## src/rtl/four_bit_comparator_pkg.sv

```systemverilog
// Shared width, flag bundle and cascade-resolution helper for the 4-bit
// magnitude comparator.
package four_bit_comparator_pkg;

    localparam int W = 4;

    typedef struct packed {
        logic g;
        logic e;
        logic l;
    } cmp_flags_t;

    // Neutral cascade value: what an LSB stage is fed and what reset produces.
    localparam cmp_flags_t CMP_NEUTRAL = '{g: 1'b0, e: 1'b1, l: 1'b0};

    // A decided bit position wins outright; otherwise the cascade passes
    // through verbatim, so an illegal upstream pattern stays visible.
    function automatic cmp_flags_t cmp_resolve(
        input logic       any_gt,
        input logic       any_lt,
        input logic       all_eq,
        input cmp_flags_t cascade
    );
        cmp_flags_t res;
        if (all_eq) begin
            res = cascade;
        end else begin
            res = '{g: any_gt, e: 1'b0, l: any_lt};
        end
        return res;
    endfunction

endpackage

```

## src/rtl/comparator_bit_slice.sv

```systemverilog
// One bit position of the magnitude compare; it only decides when every
// higher bit was equal.
module comparator_bit_slice (
    input  logic a_i,
    input  logic b_i,
    input  logic eq_above_i,
    output logic gt_o,
    output logic lt_o,
    output logic eq_chain_o
);

    assign gt_o       = eq_above_i &  a_i & ~b_i;
    assign lt_o       = eq_above_i & ~a_i &  b_i;
    assign eq_chain_o = eq_above_i & ~(a_i ^ b_i);

endmodule

```

## src/rtl/four_bit_comparator.sv

```systemverilog
// Cascadable 4-bit unsigned magnitude comparator (7485-style) with one
// cycle of output latency and a synchronous reset to the neutral cascade.
module four_bit_comparator
    import four_bit_comparator_pkg::*;
(
    input  logic         clk,
    input  logic         rst,
    input  logic [W-1:0] a,
    input  logic [W-1:0] b,
    input  logic         g_in,
    input  logic         e_in,
    input  logic         l_in,
    output logic         g_out,
    output logic         e_out,
    output logic         l_out
);

    // eq_chain[i+1] is high when bits W-1..i+1 all match; the top seed is 1.
    logic [W:0]   eq_chain;
    logic [W-1:0] gt_bits;
    logic [W-1:0] lt_bits;
    cmp_flags_t   cascade;
    cmp_flags_t   flags_d;
    cmp_flags_t   flags_q;

    assign eq_chain[W] = 1'b1;

    genvar gi;
    generate
        for (gi = 0; gi < W; gi++) begin : g_slice
            comparator_bit_slice u_slice (
                .a_i        (a[gi]),
                .b_i        (b[gi]),
                .eq_above_i (eq_chain[gi+1]),
                .gt_o       (gt_bits[gi]),
                .lt_o       (lt_bits[gi]),
                .eq_chain_o (eq_chain[gi])
            );
        end
    endgenerate

    assign cascade = '{g: g_in, e: e_in, l: l_in};

    always_comb begin
        flags_d = cmp_resolve(|gt_bits, |lt_bits, eq_chain[0], cascade);
    end

    always_ff @(posedge clk) begin
        if (rst) begin
            flags_q <= CMP_NEUTRAL;
        end else begin
            flags_q <= flags_d;
        end
    end

    assign g_out = flags_q.g;
    assign e_out = flags_q.e;
    assign l_out = flags_q.l;

endmodule

```

## config.mk

```make
export PLATFORM = sky130hd
export DESIGN_NAME = four_bit_comparator
export DESIGN_NICKNAME = d
export VERILOG_FILES = /design/src/rtl/four_bit_comparator_pkg.sv /design/src/rtl/comparator_bit_slice.sv /design/src/rtl/four_bit_comparator.sv
export SDC_FILE = /design/constraint.sdc
export NUM_CORES = 1
export LEC_CHECK = 0
export ABC_AREA = 0
export CORE_AREA = 2 2 39 41
export CTS_CLUSTER_DIAMETER = 30
export CTS_CLUSTER_SIZE = 40
export DETAILED_ROUTE_END_ITERATION = 6
export DIE_AREA = 0 0 41 43
export HOLD_SLACK_MARGIN = 0.03
export PLACE_DENSITY = 0.58
export SLEW_MARGIN = 20
export SYNTH_ARGS = -nofsm -noshare
export SYNTH_HDL_FRONTEND = slang
export SYNTH_SLANG_ARGS = --single-unit
export TNS_END_PERCENT = 5
```

## constraint.sdc

```tcl
create_clock -name clk -period 2.8 [get_ports clk]
set_input_delay 0.42 -clock clk [delete_from_list [all_inputs] [get_ports clk]]
set_output_delay 0.42 -clock clk [all_outputs]
set_load 0.1 [all_outputs]
```

== Yosys cells after proc, flatten, opt, wreduce, memory -nomap -nowiden ==
Cells that the tools add are included.
Cells by class
  bitwise operators: 33
  reduce and logical (&&, ||, !) cells: 2
  muxes and demuxes: 1
Operator list (number)
  $and 1x1->1: 17
  $not 1->1: 12
  $reduce_or 4->1: 2
  $xor 1x1->1: 4
  $mux 3: 1
Word-level totals
  logic and storage cells: 39
  register bits: 3

== Depth between registers and ports, before layout ==
Gate-level depths: netlist of the first run.
  depth after elaboration: 8
  mapped depth: 5

== By module ==
From an unflattened synthesis of the first run, not the netlist that was laid out.
Unflattened totals
  cell total of the unflattened synthesis: 37
  area, all modules: 237.7 um2
Modules (own cells, without submodules)
  comparator_bit_slice: area an instance 30.0 um2, times used 4, seq. area each 0.0 um2, cells each 6
  four_bit_comparator: area an instance 117.6 um2, times used 1, seq. area each 60.1 um2, cells each 13

== Worst setup path before layout of the first run ==
No wires, ideal clock.
  path type: input to register
  start point: in b[1]
  end point: reg flags_q (netlist bit l_out)
  path slack: 1.390 ns
  cell stages on the path: 4
  data arrival time: 1.273 ns
  buffers on the path: 0
  path through: nor2b_4 -> or4b_1 -> a41oi_1 -> a211oi_1
Between the ends
  word-level cells in the longest chain between the ends: 7
  elaborated cells between the ends (all ways): 9
  classes of those cells: mux: 1; bitwise: 7; reduce/logical: 1
RTL lines
  start, declared: line four_bit_comparator.sv:9  | input logic [W-1:0] b,
  $xor 1x1->1: line comparator_bit_slice.sv:14  | assign eq_chain_o = eq_above_i & ~(a_i ^ b_i);
  $not 1->1: line comparator_bit_slice.sv:14
  $and 1x1->1: line comparator_bit_slice.sv:14
  $and 1x1->1 (2 in series): line comparator_bit_slice.sv:13  | assign lt_o = eq_above_i & ~a_i & b_i;
  $reduce_or 4->1: line four_bit_comparator.sv:45  | flags_d = cmp_resolve(|gt_bits, |lt_bits, eq_chain[0], cascade);
  $mux 3 *: line four_bit_comparator_pkg.sv:25  | if (all_eq) begin
  end signal, assigned: line four_bit_comparator.sv:52  | flags_q <= flags_d;
  end, declared: line four_bit_comparator.sv:24  | cmp_flags_t flags_q;
Mark *: on every way between the ends. The rest lies on a longest branch, timed or not.
A chain may end at the register's enable or synchronous reset.

== Worst setup path after layout of the first run ==
  start point: in a[3]
  end point: reg flags_q (netlist bit l_out)
Between the ends
  word-level cells in the longest chain between the ends: 8
  elaborated cells between the ends (all ways): 15
  classes of those cells: mux: 1; bitwise: 13; reduce/logical: 1
RTL lines
  start, declared: line four_bit_comparator.sv:8  | input logic [W-1:0] a,
  $xor 1x1->1: line comparator_bit_slice.sv:14
  $not 1->1: line comparator_bit_slice.sv:14
  $and 1x1->1 (2 in series): line comparator_bit_slice.sv:14
  $and 1x1->1 (2 in series): line comparator_bit_slice.sv:13
  $reduce_or 4->1: line four_bit_comparator.sv:45
  $mux 3 *: line four_bit_comparator_pkg.sv:25
Marks and branches as above.

==> results of run 1 <==
power breakdown:
part	internal, µW	switching [µW]	total (µW)
Sequential	46.6	0.798	47.4
Combinational	29.4	41.5	71.0
Clock	53.3	21.0	74.3
worst max-delay path by stage:
| stage | endpoint | depth (start not counted) |
|---|---|---|
| 6_report | l_out$_SDFF_PP0_ | 6 |
| 5_1_grt | l_out$_SDFF_PP0_ | 6 |
| 4_1_cts | l_out$_SDFF_PP0_ | 6 |
| 3_5_place_dp | l_out$_SDFF_PP0_ | 6 |
| 3_3_place_gp | g_out$_SDFF_PP0_ | 6 |
| 2_1_floorplan | l_out$_SDFF_PP0_ | 4 |
per-stage QoR:
step | hold WS [ns] | std cells
6_report | 0.739 | 63
5_1_grt | 0.756 | 63
4_1_cts | 0.739 | 63
3_5_place_dp | 0.916 | 59
3_3_place_gp | 0.915 | 59
2_1_floorplan | 0.493 | 28
logic make-up (layout without fill, tap and decap cells):
| kind of cell | Yosys count | after routing |
|---|---|---|
| flip-flops | 3 | 3 |
| AND/OR/NAND/NOR | 10 | 10 |
| XOR/XNOR | 1 | 1 |
| buffers and inverters | 5 | 24 |
| adder cells (fa/ha/maj) | 2 | 2 |
| AO/OA/AOI/OAI | 7 | 7 |
worst max-delay path, delay by kind of cell:
family | cells | cell delay [ns]
buffers and inverters | 2 | 0.53
adders and majority gates | 1 | 0.31
AOI/OAI and AO/OA | 1 | 0.14
and+or+nand+nor | 2 | 0.45
cells in the mapped netlist (all sizes together):
library cell,count
nand3,1
a211oi,2
nor2b,3
nand2b,2
xor2,1
a21oi,1
ha,2
a41oi,1
nor4,1
dfxtp,3
inv,5
o21ai,1
and2b,1
nand2,1
a41o,1
a21o,1
or4b,1
per-layer routing:
metal,vias to the layer above,wire [µm],track usage
li1,135,-,-
met1,102,219,0.0924
met2,11,250,0.0938
met3,0,69,0.0262
met4,0,0,0.0800
met5,-,0,0
layout make-up:
type / count / area share
clock buffers: 4 / 0.0619
repair buffers: 15 / 0.336
inverters: 5 / 0.0442
well taps: 16 / 0.0472
multi-input cells: 20 / 0.369
flip-flops and latches: 3 / 0.142
sequential cells by signal, summed over array words and instances, names as in the netlist:
| name | cells |
|---|---|
| e_out | 1 |
| l_out | 1 |
| g_out | 1 |
==> qor.yml, run 1 <==
die:
  placement_rows: 14
  initial_core_util: 0.170
  design.portCount: 16
  die_width_um: 41
  design.die.area_mm2: 0.00176
  core_mm2: 0.00138
  die-height_um: 43
synthesis:
  netlist-cell-type-count: 18
  netlist.area_leader.share: 0.255
  synth_simple_gate_area_frac: 0.303
  synth_warnings: 0
  share_of_the_synthesized_area_in_compound_gates_ao_oa_aoi_oai: 0.218
  yosys_register_bits: 3
  synthAdderAreaFrac: 0.106
  ys_seq_area_frac: 0.255
  synth_cells: 28
  postSynthNetCount: 43
  post_synth_xor_area_fraction: 0.0372
  combinational_family_with_the_most_area_after_synthesis: "simple AND/OR/NAND/NOR gates"
  synth_mux_area_frac: 0
  synth_area_um2: 235
  top_cells_by_area_synth: "dfxtp_1, ha_1, inv_1"
  netlist.top_cell.by_area: "dfxtp_1"
  post_synth.cell_area_avg_um2: 8.40
layout:
  mostFrequentLayoutCell: "clkdlybuf4s50_1"
  post_route_cells_drive_above_1_share: 0.149
  multi_input_comb_area_um2: 156
  n_fill_cell: 158
  layout.core_utilization: 0.307
  postLayoutCellArea_um2: 424
  final_nets: 63
  final_cell_mix: "clkdlybuf4s50_1, inv_1, clkbuf_4, dfxtp_1, buf_4"
  count_of_antenna_diodes_in_the_layout: 0
  flow.area_growth_from_synthesis_pct: 80.3
  seqCellArea_um2: 60.1
cts:
  post-cts-setup-buffers: 0
  cts_hold_repair.buffers: 0
  cts_root_cell: "clkbuf_4"
  clock-sinks: 3
  cts.clk_slew.worst_paths_ns: 0.04
  post_cts_resized: 0
  cts.path.max_buffers: 2
  cts_tree: "yes"
  cts_buffer_count: 3
  clock_tree.htree_level_count: 1
critical_path:
  timing.critical_path.arrival_ns: 1.86
  worst_setup_path_start_kind: "input pin"
  crit_path_max_delay_cell_type: "clkdlybuf4s50_1"
  worst_setup_path_end_kind: "flip-flop"
  timing.critical_path.required_ns: 2.89
  worstPathCellList: "clkdlybuf4s50_1 -> inv_1 -> ha_1 -> nand3_1 -> nor4_1 -> a211oi_1"
  cp_max_fo: 3
  startpoint: "a[3]"
  critPathMaxStageDelay_ns: 0.48
  worst-setup-path-type: "in2reg"
power:
  power.total_uw: 193
  power_leakage_uw: 0.000194
  power.ir.vdd_worst_uv: 97.5
  power.density_mw_per_mm2: 454
routing:
  first_iter_violations: 4
  drt_wl_total_um: 539
  drtAntennaViolNets: 0
  vias_per_cell: 3.94
  route.vias.total: 248
  routedWlPerCell_um: 8.56
  detail_route.drc_violations: 0
  drt_first_pass_iters: 2
placed_design:
  dp_slack_ns: 0.765
  detailed_place.area_um2: 398
  place.port_buffers: 15
  globalplace.congestion: 0.690
sta:
  final_min_period_over_clock_period: 0.630
  post-route-worst-setup-slack_ns: 1.03
  tightestPinTransition_ns: 0.493
  final-max-slew-violation-count: 0
  period_needed_ns: 1.77
  setup_repair_after_global_routing_missed_its_margin: "no"
  timing.final.setup_violations: 0
  final_hold_viol_count: 0
  setup-tns-final_ns: 0
  max_freq_mhz: 566
  slew-limit-headroom: 0.668
global_route:
  vias_in_the_first_global_route: 237
  grt_antenna_before_repair: 0
  globalRouteTotalUtil: 0.0761
  global_route.overflow_total: 0
  grt_start_max_net_pins: 5
  grt_pass1_wl_um: 876
min_path:
  whs_path_depth: 3
  holdCritPathClass: "in2reg"
  hp-start: "g_in"
  worstHoldEndpoint: "g_out$_SDFF_PP0_"
outcome:
  run_status: "completed"
run:
  cap_violations: 0
No activity file was read; power rests on OpenSTA's default activity.
==> inputs of run 2 (changes only) <==
==> constraint.sdc (replaced) <==
create_clock -name clk -period 1.7 [get_ports clk]
set_input_delay 0.255 -clock clk [delete_from_list [all_inputs] [get_ports clk]]
set_output_delay 0.255 -clock clk [all_outputs]
set_load 0.1 [all_outputs]
==> qor.yml, run 2 (same netlist as run 1, synthesis figures left out) <==
routing:
  vias_per_cell: 4.04  # +2.7%
  drt_first_pass_iters: 2  # unchanged
  route.vias.total: 275  # +11%
  detail_route.drc_violations: 0  # unchanged
  drtAntennaViolNets: 0  # unchanged
  first_iter_violations: 6  # +2
  drt_wl_total_um: 552  # +2.4%
  routedWlPerCell_um: 8.12  # -5.1%
critical_path:
  timing.critical_path.required_ns: 1.81  # -1.08 ns
  worst_setup_path_start_kind: "input pin"
  cp_max_fo: 2  # -1
  worst_setup_path_end_kind: "flip-flop"
  timing.critical_path.arrival_ns: 1.62  # -0.24 ns
  worst-setup-path-type: "in2reg"
power:
  power.ir.vdd_worst_uv: 227  # +130%
  power.density_mw_per_mm2: 687  # +51%
  power_leakage_uw: 0.000231  # +19%
placed_design:
  count_of_placed_standard_cells_including_taps: 64  # +8.5%
  globalplace.congestion: 0.741  # +7.4%
  dp_slack_ns: -0.0511  # -0.816 ns
  place.port_buffers: 15  # unchanged
  place_hpwl_um: 487
  detailed_place.area_um2: 473  # +19%
die:
  design.die.area_mm2: 0.00176  # unchanged
  die_width_um: 41  # unchanged
  placement_rows: 14  # unchanged
  core_mm2: 0.00138  # unchanged
  die-height_um: 43  # unchanged
  design.portCount: 16  # unchanged
  initial_core_util: 0.170  # unchanged
cts:
  post_cts_resized: 0  # unchanged
  cts_buffer_count: 3  # unchanged
  clock-sinks: 3  # unchanged
  cts_hold_repair.buffers: 0  # unchanged
  cts.path.max_buffers: 2  # unchanged
  cts_root_cell: "clkbuf_4"
  cts_tree: "yes"
  clock_tree.htree_level_count: 1  # unchanged
  cts.clk_slew.worst_paths_ns: 0.03  # about the same
  post-cts-setup-buffers: 0  # unchanged
layout:
  final_cells: 68  # +7.9%
  final_cell_mix: "clkdlybuf4s50_1, inv_1, buf_4"
  multi_input_comb_area_um2: 156  # unchanged
  final_nets: 68  # +7.9%
  postLayoutCellArea_um2: 499  # +18%
  count_of_antenna_diodes_in_the_layout: 0  # unchanged
  n_fill_cell: 145  # -8.2%
  flow.area_growth_from_synthesis_pct: 112
  seqCellArea_um2: 60.1  # unchanged
  layout.core_utilization: 0.361  # +0.0542
  post_route_cells_drive_above_1_share: 0.231  # +0.0818
  mostFrequentLayoutCell: "clkdlybuf4s50_1"
min_path:
  worstHoldEndpoint: "g_out$_SDFF_PP0_"
  hp-start: "g_in"
  whs_path_depth: 3  # unchanged
  holdCritPathClass: "in2reg"
sta:
  final-max-slew-violation-count: 0  # unchanged
  post-route-worst-setup-slack_ns: 0.185  # -0.850 ns
  slew-limit-headroom: 0.847  # +0.178
  timing.final.setup_violations: 0  # unchanged
  final_hold_viol_count: 0  # unchanged
  holdWs_ns: 0.579  # -0.160 ns
  period_needed_ns: 1.52
  final_min_period_over_clock_period: 0.891
  tightestPinTransition_ns: 0.228  # -0.265 ns
  setup_repair_after_global_routing_missed_its_margin: "no"
  max_freq_mhz: 660
global_route:
  global_route.overflow_total: 0  # unchanged
  grt_pass1_wl_um: 952  # +8.7%
  grt_start_max_net_pins: 5  # unchanged
  vias_in_the_first_global_route: 259  # +9.3%
  grt_antenna_before_repair: 0  # unchanged
  globalRouteTotalUtil: 0.0800  # +0.00392
outcome:
  run_status: "completed"
run:
  cap_violations: 0  # unchanged
## run 2: metrics by stage
| stage | total power, µW | TNS, ns |
|---|---|---|
| 2_1_floorplan | 150 | 0 |
| 3_3_place_gp | 224 | -0.0157 |
| 3_5_place_dp | 224 | -0.0511 |
| 4_1_cts | 350 | 0 |
| 5_1_grt | 362 | 0 |
| 6_report | 343 | 0 |
## run 2: critical path: stages
cell and delay (ns):
clkdlybuf4s50_1 0.52, nor2b_4 0.05, or4b_1 0.50, a41oi_1 0.23
a211oi_1 0.07
## run 2: layout make-up
class | count | area share
timing repair buffer | 20 | 0.436
multi-input combinational | 20 | 0.313
sequential | 3 | 0.120
clock buffer | 4 | 0.0526
tap | 16 | 0.0401
inverter | 5 | 0.0376
## run 2: metal layers
layer / wire, µm / global-route usage
met1: 244 / 0.102
met2: 244 / 0.100
met3: 63 / 0.0366
met4: 0 / 0.0600
met5: 0 / 0
## run 2: power breakdown
group / internal (µW) / total [µW] / switching [µW] / leakage, µW
sequential: 76.9 / 81.3 / 4.40 / 0.0000250
combinational: 71.3 / 141 / 70.1 / 0.000191
clock: 87.6 / 120 / 32.7 / 0.0000150
## run 2: worst max-delay path by stage
| stage | start | to | slack (ns) | cells past startpoint |
|---|---|---|---|---|
| finish | a[1] | l_out$_SDFF_PP0_ | 0.18 | 5 |
| global route | a[1] | l_out$_SDFF_PP0_ | 0.10 | 5 |
| CTS | a[1] | l_out$_SDFF_PP0_ | 0.19 | 5 |
| global placement | a[1] | l_out$_SDFF_PP0_ | -0.02 | 5 |
| detailed placement | a[1] | l_out$_SDFF_PP0_ | -0.05 | 5 |
| floorplan | b[1] | l_out$_SDFF_PP0_ | 0.45 | 4 |
